**config.mk**
```make
export PLATFORM = sky130hd
export DESIGN_NAME = complement_capture
export DESIGN_NICKNAME = d
export VERILOG_FILES = /design/src/rtl/complement_pkg.sv /design/src/rtl/complement_capture_settle_counter.sv /design/src/rtl/complement_capture.sv
export SDC_FILE = /design/constraint.sdc
export NUM_CORES = 1
export LEC_CHECK = 0
export CAP_MARGIN = 20
export CORE_MARGIN = 3
export CORE_UTILIZATION = 25
export CTS_BUF_LIST = sky130_fd_sc_hd__clkbuf_2 sky130_fd_sc_hd__clkbuf_4 sky130_fd_sc_hd__clkbuf_8
export DETAILED_ROUTE_END_ITERATION = 6
export SYNTH_ARGS = -nofsm -noshare
export SYNTH_HDL_FRONTEND = slang
export SYNTH_SLANG_ARGS = --single-unit
```
**constraint.sdc**
```tcl
create_clock -name clk -period 1.65 [get_ports clk]
set_clock_uncertainty 0.15 [all_clocks]
set_input_delay 0.33 -clock clk [delete_from_list [all_inputs] [get_ports clk]]
set_output_delay 0.33 -clock clk [all_outputs]
set_load 0.03 [all_outputs]
```
**src/rtl/complement_pkg.sv**
```systemverilog
// Shared types and constants for the complement capture block.
package complement_pkg;
  typedef enum logic [1:0] {
    ST_IDLE,
    ST_SETTLE,
    ST_HOLD
  } state_e;

  localparam int unsigned CNT_W   = 4;
  localparam logic [7:0]  MIN_NEG = 8'h80;
endpackage

```
**src/rtl/complement_capture_settle_counter.sv**
```systemverilog
// Settle down-counter: loads a start value, decrements while enabled,
// and flags done while the count sits at 1.
module settle_counter
  import complement_pkg::*;
(
  input  logic             clk,
  input  logic             rst_n,
  input  logic             load,
  input  logic [CNT_W-1:0] load_val,
  input  logic             en,
  output logic             done
);

  logic [CNT_W-1:0] count_d, count_q;

  always_comb begin
    count_d = count_q;
    if (load) begin
      count_d = load_val;
    end else if (en && (count_q != '0)) begin
      count_d = count_q - 1'b1;
    end
  end

  always_ff @(posedge clk or negedge rst_n) begin
    if (!rst_n) begin
      count_q <= '0;
    end else begin
      count_q <= count_d;
    end
  end

  assign done = (count_q == CNT_W'(1));

endmodule

```
**src/rtl/complement_capture.sv**
```systemverilog
// Drives an operand to an external complementer, waits a fixed settle time,
// then captures negate/abs result. Optional out_ovf under COMPLEMENT_OVF_EN.
//
// state     | meaning
// ST_IDLE   | ready for an operand, in_ready=1
// ST_SETTLE | operand on cmp_a, waiting for the complementer to settle
// ST_HOLD   | result presented, waiting for out_ready
module complement_capture
  import complement_pkg::*;
#(
  parameter int unsigned SETTLE_CYCLES = 4
) (
  input  logic       clk,
  input  logic       rst_n,
  input  logic       in_valid,
  output logic       in_ready,
  input  logic [7:0] in_data,
  input  logic       in_op,
  output logic [7:0] cmp_a,
  input  logic [7:0] cmp_w,
  output logic       out_valid,
`ifdef COMPLEMENT_OVF_EN
  output logic       out_ovf,
`endif
  input  logic       out_ready,
  output logic [7:0] out_data
);

  state_e     state_d, state_q;
  logic [7:0] cmp_a_d, cmp_a_q;
  logic [7:0] out_data_d, out_data_q;
  logic       out_valid_d, out_valid_q;
  logic       in_ready_d, in_ready_q;
  logic       op_d, op_q;
  logic       cnt_load, cnt_en, cnt_done;
  logic       neg_sel;
  logic [7:0] result;
`ifdef COMPLEMENT_OVF_EN
  logic       ovf_d, ovf_q;
`endif

  settle_counter u_settle_counter (
    .clk      (clk),
    .rst_n    (rst_n),
    .load     (cnt_load),
    .load_val (CNT_W'(SETTLE_CYCLES)),
    .en       (cnt_en),
    .done     (cnt_done)
  );

  // Abs mode only takes the complement for negative operands.
  assign neg_sel = ~op_q | cmp_a_q[7];
  assign result  = neg_sel ? cmp_w : cmp_a_q;

  always_comb begin
    state_d     = state_q;
    cmp_a_d     = cmp_a_q;
    op_d        = op_q;
    out_data_d  = out_data_q;
    out_valid_d = out_valid_q;
    in_ready_d  = in_ready_q;
    cnt_load    = 1'b0;
    cnt_en      = 1'b0;
`ifdef COMPLEMENT_OVF_EN
    ovf_d       = ovf_q;
`endif
    case (state_q)
      ST_IDLE: begin
        if (in_valid) begin
          cmp_a_d    = in_data;
          op_d       = in_op;
          cnt_load   = 1'b1;
          in_ready_d = 1'b0;
          state_d    = ST_SETTLE;
        end
      end
      ST_SETTLE: begin
        cnt_en = 1'b1;
        if (cnt_done) begin
          out_data_d  = result;
          out_valid_d = 1'b1;
`ifdef COMPLEMENT_OVF_EN
          ovf_d       = neg_sel && (cmp_a_q == MIN_NEG);
`endif
          state_d     = ST_HOLD;
        end
      end
      ST_HOLD: begin
        if (out_ready) begin
          out_valid_d = 1'b0;
          in_ready_d  = 1'b1;
          state_d     = ST_IDLE;
        end
      end
      default: begin
        out_valid_d = 1'b0;
        in_ready_d  = 1'b1;
        state_d     = ST_IDLE;
      end
    endcase
  end

  always_ff @(posedge clk or negedge rst_n) begin
    if (!rst_n) begin
      state_q     <= ST_IDLE;
      cmp_a_q     <= '0;
      op_q        <= 1'b0;
      out_data_q  <= '0;
      out_valid_q <= 1'b0;
      in_ready_q  <= 1'b1;
`ifdef COMPLEMENT_OVF_EN
      ovf_q       <= 1'b0;
`endif
    end else begin
      state_q     <= state_d;
      cmp_a_q     <= cmp_a_d;
      op_q        <= op_d;
      out_data_q  <= out_data_d;
      out_valid_q <= out_valid_d;
      in_ready_q  <= in_ready_d;
`ifdef COMPLEMENT_OVF_EN
      ovf_q       <= ovf_d;
`endif
    end
  end

  assign in_ready  = in_ready_q;
  assign cmp_a     = cmp_a_q;
  assign out_data  = out_data_q;
  assign out_valid = out_valid_q;
`ifdef COMPLEMENT_OVF_EN
  assign out_ovf   = ovf_q;
`endif

endmodule
```
==> results.txt, run 1 <==
status: finished clean
Synth Register Bits: 25
final wirelength: 2491 um
final slew viol count: 0
area of the core: 0.004414 mm2
area of the multi-input gates: 519.2 um2
DR WL/cell: 13.25 um
Slowest-stage cell, CP: dfrtp_1
routed vias/inst: 4.468
io pins: 39
vias after detailed routing: 840
remaining antenna violation count: 0
CP Class: reg2reg
final setup margin: 0.02083 ns
switching pwr: 1.371 mW
worst vdd ir: 0.001164 V
Fmax achieved: 0.6138 GHz
Reg-to-Reg End: out_data[2]$_DFFE_PN0P_
vias in the first global route: 967
initial antenna violation count: 0
min cycle time layout: 1.629 ns
crit path DAT: 1.63 ns
Clock power frac: 10.6%
share of total power in combinational logic: 55.6%
clk_lat worst skew: 0.26 ns
R2R Setup Slk: 0.02 ns
Post-synth ARST share: 100.0%
Cell Area, Synth: 0.001151 mm2
Gate Count Post-Synth: 85
Worst EP required: 1.65 ns
std cell rows: 24
setup violators final: 0
largest area contributor in the netlist: dfrtp_1
GRT Resource Usage Total: 10.27%
Worst Max-Slew Pin Slew: 0.3517 ns
final HPWL from detailed placement: 1968 um
PD cells: 1945 mW/mm2
Post-synth EDFFs: 0
CP Capture Type: flop
Die Wd: 73.86 um
aggregate global routing overflow: 0
reg2reg start: state_q[1]$_DFFE_PN0P_
top_reg_cell synth: dfrtp_1
Mean Syn Cell Area: 13.54 um2
crit path buf inv count: 1
CP Cell Sequence: nand2b_4 -> nor4b_4 -> buf_12 -> mux2_2
most frequent cells in the layout: mux2_2 (24), dfrtp_1 (23), clkdlybuf4s50_1 (20), dlygate4sd2_1 (17), buf_4 (10)
Levels on crit path: 4
Max Cap Viol: 0
ANT cells: 0
Hold Violations, Final: 0
input/output buffers: 38
Pint: 2.006 mW
Area contributors post-synth: dfrtp_1 (52%), mux2_2 (23%), mux2i_1 (2.6%)
share of the synthesized area in the top cell type: 52.17%
routability cong.: 0.7571
drt pass-1 iters: 4
Slew HR: 76.26%
largest net degree at the start of global routing: 26
CTS Buf Count: 3
Place WS: -0.4002 ns
syn nets: 108
H-tree depth: 1
initial core utilization: 26.08%
switching share of power: 40.60%
Die Y: 73.86 um
Max clock buf depth: 2
CTS Sinks: 25
Hold Path Class: in2async
total power: 3.377 mW
area delta synth->final: 50.87%
commonest non-fill, non-tap cell in the layout: mux2_2
CP startpoint kind: flop
worst r2r path cells: 4
RSZ-0062 raised after global routing: yes
DRT iter0 DRCs: 30
first-pass GRT wire length: 4409 um
CP top delay family: simple AND/OR/NAND/NOR gates
Final nets: 160
layout cells sized above 1: 37.50%
CP max FO: 9
CP endpoint: out_data[2]$_DFFE_PN0P_
TritonCTS clock tree: yes
register area share after synthesis: 54.46%
post-synth cell types: 23
clock slew at reported path FFs: 0.09 ns
Flop pwr share: 33.8%
flip-flop and latch area: 628.1 um2
CP max stage delay: 0.43 ns
Die Area: 0.005455 mm2
Worst Setup SP: state_q[1]$_DFFE_PN0P_
Leak: 0.7710 nW
drt drc: 0
final worst-path cycle share: 98.74%
# fillers: 422
root buffer cell: clkbuf_8
synth warn: 0
synth_stat cells (2+ instances only):
cell,n
nand2_1,4
inv_1,3
o21ai_0,2
mux2i_1,3
ha_1,2
dfrtp_1,24
nor2b_1,3
nor2_1,5
mux2_2,24
a21o_2,2
stage by stage:
step	TNS (ns)	utilization, %	hold slack, ns	area [um2]	cells
after CTS	0	39.34	0.2639	1737	188
after global routing	-0.3436	39.34	0.2753	1737	188
final	0	39.34	0.2652	1737	188
after floorplan	-0.3406	-	-0.1156	1156	85
after detailed placement	-4.534	38.21	0.3280	1687	183
after global placement	-4.188	38.21	0.3176	1687	183
flip-flops by register name, summed over array words and instances, names as in the netlist:
name                      count
op_q                          1
state_q                       2
cmp_a                         8
u_settle_counter.count_q      4
in_ready                      1
out_data                      8
out_valid                     1
logic make-up after synthesis:
group	share of synthesized area, %
simple gates	9.674
mux	26.09
buf+inv	1.738
fa+ha+maj	2.174
compound gates	5.870
flops	54.46
power by group through the flow:
stage	sequential [mW]	combinational [mW]	clock (mW)
CTS	1.15	1.91	0.380
floorplan	1.59	0.740	0
global placement	1.14	1.98	0
detailed placement	1.15	2.03	0
finish	1.14	1.88	0.359
global route	1.20	2.03	0.404
cell type report:
type	count	share of cell area (%)
well taps	52	3.746
multi-input cells	55	29.90
clock buffers	3	2.378
repair buffers	49	26.73
flip-flops and latches	25	36.17
clock inverters	1	0.4323
inverters	3	0.6484
routing by layer:
metal | wire length [um] | track usage [%]
met3 | 245 | 4.514
met2 | 1273 | 17.42
met1 | 972 | 12.10
met5 | 0 | 0
met4 | 0 | 1.811
worst register-to-register path: stages (launching register included):
cell and delay, ns:
dfrtp_1 0.43, nand2b_4 0.18, nor4b_4 0.27, buf_12 0.17
mux2_2 0.33
worst min path at each step:
stage | slack (ns) | to | cells after the start
final | 0.27 | out_data[4]$_DFFE_PN0P_ | 2
after global routing | 0.28 | cmp_a[0]$_DFFE_PN0P_ | 2
after CTS | 0.26 | out_data[7]$_DFFE_PN0P_ | 2
after detailed placement | 0.33 | out_valid$_DFFE_PN0P_ | 1
after global placement | 0.32 | out_valid$_DFFE_PN0P_ | 1
after floorplan | -0.12 | cmp_a[0]$_DFFE_PN0P_ | 0
what timing repair did:
action / in CTS / in global routing
hold buffers: 0 / 0
buffers inserted: 1 / 0
gates resized for setup: 21 / 0
endpoints found under the setup margin: 36 / 9
gates cloned: 0 / 0
Note: power is estimated with default switching activity, not from simulation.
==> run 2: changes to the inputs <==
--- a/config.mk
+++ b/config.mk
@@ -10,6 +10,7 @@
 export CORE_UTILIZATION = 25
 export CTS_BUF_LIST = sky130_fd_sc_hd__clkbuf_2 sky130_fd_sc_hd__clkbuf_4 sky130_fd_sc_hd__clkbuf_8
 export DETAILED_ROUTE_END_ITERATION = 6
+export SLEW_MARGIN = 20
 export SYNTH_ARGS = -nofsm -noshare
 export SYNTH_HDL_FRONTEND = slang
 export SYNTH_SLANG_ARGS = --single-unit
==> results of run 2 <==
No change in the layout: final DEF, timing and power equal those of run 1.
==> RTL edit: new RTL, settings of run 1 <==
Change the package constant `CNT_W` from 4 to 5.
--- a/src/rtl/complement_pkg.sv
+++ b/src/rtl/complement_pkg.sv
@@ -6,7 +6,7 @@
     ST_HOLD
   } state_e;
 
-  localparam int unsigned CNT_W   = 4;
+  localparam int unsigned CNT_W   = 5;
   localparam logic [7:0]  MIN_NEG = 8'h80;
 endpackage
 
Function: no difference found for any inputs over 10 cycles, from zero or initial values and one cycle with rst_n low; that may be too few to reach the edited logic, so the function may still have changed.
==> RTL edit against run 1 <==
The run now ends with setup timing left; critical path type unchanged; area after synthesis up 5.2%; cell count up 7.4%; die area up 4.8%; setup slack lost 0.091 ns; wire length is 15% higher; highest routed layer is now met4; sequential cell count up 1; total power grew 8.1%; cell area grew 11%; count of clock-buffer cells in the layout increased by 1.
==> RTL edit: results (changes against run 1) <==
placed_design:
  dpl.hpwl_um: 2140  # +8.7%
  dp_cells: 193  # +5.5%
  dpl-instance-area_sq_um: 1770  # +5.0%
  gp_congestion: 0.814  # +7.5%
  place_ws_ns: -0.140  # +0.260 ns
sta:
  setup_viol: 12  # +12
  setup_slack_ns: -0.0706  # -0.0914 ns
  setup_tns_ns: -0.565  # -0.565 ns
power_and_ir_drop:
  power.internal_uw: 2210  # +10%
  p_seq_uw: 1170
  clock_net_power_uw: 383  # +6.7%
  worst_ir_drop_vdd_v: 0.000778  # -33%
  p_seq_frac: 0.321  # -0.017
  p_leak_uw: 0.000860  # +12%
detailed_routing:
  detail_route.iter0.violations: 22  # -27%
  drt_wl_total_um: 2870  # +15%
  vias_per_cell: 4.59  # +2.8%
  first_pass_iters: 3  # -1
  vias: 928  # +10%
clocking:
  clockBufferDepth: 2  # unchanged
  numCtsBuffers: 3  # unchanged
layout:
  nNetsFinal: 174  # +8.8%
  drive_gt1_frac: 0.433  # +0.0583
synthesis:
  seq_area_frac_synth: 0.538  # -0.00634
  synth_compound_area_frac: 0.0651  # +0.00639
  synth_area_leaders: "dfrtp_1 (52%), mux2_2 (22%), nor2b_1 (2.6%)"
  ys_types: 27  # +17%
  synth.avg_cell_area_sq_um: 12.7  # -5.9%
  synth_commonest_cells: "dfrtp_1 (25), mux2_2 (24), nor2b_1 (5), inv_1 (4), nor2_1 (4)"
  syn_nets: 118  # +9.3%
  synth_fa_ha_area_frac: 0.0207  # -0.00108
  synthMuxAreaShare: 0.240  # -0.0212
outcome:
  violations: "setup timing"
  status: "complete, but fails checks"
worst_setup_path:
  path_max_fanout: 4  # -5
global_route:
  gr-usage-all-layers: 0.112  # +0.00933
  grt_pass1_wl_um: 4890  # +11%
  grt_max_degree: 27  # +3.8%
  grt_pass1_vias: 1054  # +9.0%
RTL edit: cell type report:
class                           count  area (sq um)
Multi-Input combinational cell     60           606
Tap cell                           52          65.1
Inverter                            4          15.0
Timing Repair Buffer               56           534
Clock buffer                        4          48.8
Fill cell                         428          2580
Sequential cell                    26           654
RTL edit: routing by layer:
metal / up-vias / track usage / routed length, um
met4: 0 / 0.0369 / 17
li1: 446 / - / -
met3: 2 / 0.0449 / 263
met2: 33 / 0.187 / 1390
met1: 447 / 0.131 / 1200
met5: - / 0 / 0
RTL edit: worst paths after layout:
path / from / slack, ns / cells after the start / to
min reg2reg: op_q$_DFFE_PN0P_ / 0.36 / 1 / op_q$_DFFE_PN0P_
min in group clk: op_q$_DFFE_PN0P_ / 0.36 / 1 / op_q$_DFFE_PN0P_
max reg2reg: u_settle_counter.count_q[1]$_DFFE_PN0P_ / -0.07 / 6 / out_data[6]$_DFFE_PN0P_
max: u_settle_counter.count_q[1]$_DFFE_PN0P_ / -0.07 / 6 / out_data[6]$_DFFE_PN0P_
max in group asynchronous: rst_n / 0.86 / 2 / in_ready$_DFFE_PN1P_
min: rst_n / 0.26 / 2 / out_data[3]$_DFFE_PN0P_
RTL edit: critical path: stages (launching register included):
cell	delay (ns)
dfrtp_1	0.39
inv_2	0.10
ha_4	0.12
nor2b_4	0.14
and4_4	0.27
clkbuf_16	0.15
mux2_4	0.29
RTL edit: logic make-up after synthesis:
| logic type | count (synthesis) |
|---|---|
| adder cells (fa/ha/maj) | 2 |
| flip-flops | 26 |
| buffers and inverters | 9 |
| multiplexers | 26 |
| AO/OA/AOI/OAI | 12 |
| AND/OR/NAND/NOR | 20 |
RTL edit: repair_timing:
action	4_1_cts	5_1_grt
setup endpoints to repair	29	12
resized for setup	23	11
cloned	0	1
setup buffers	2	2
pin swaps	2	0
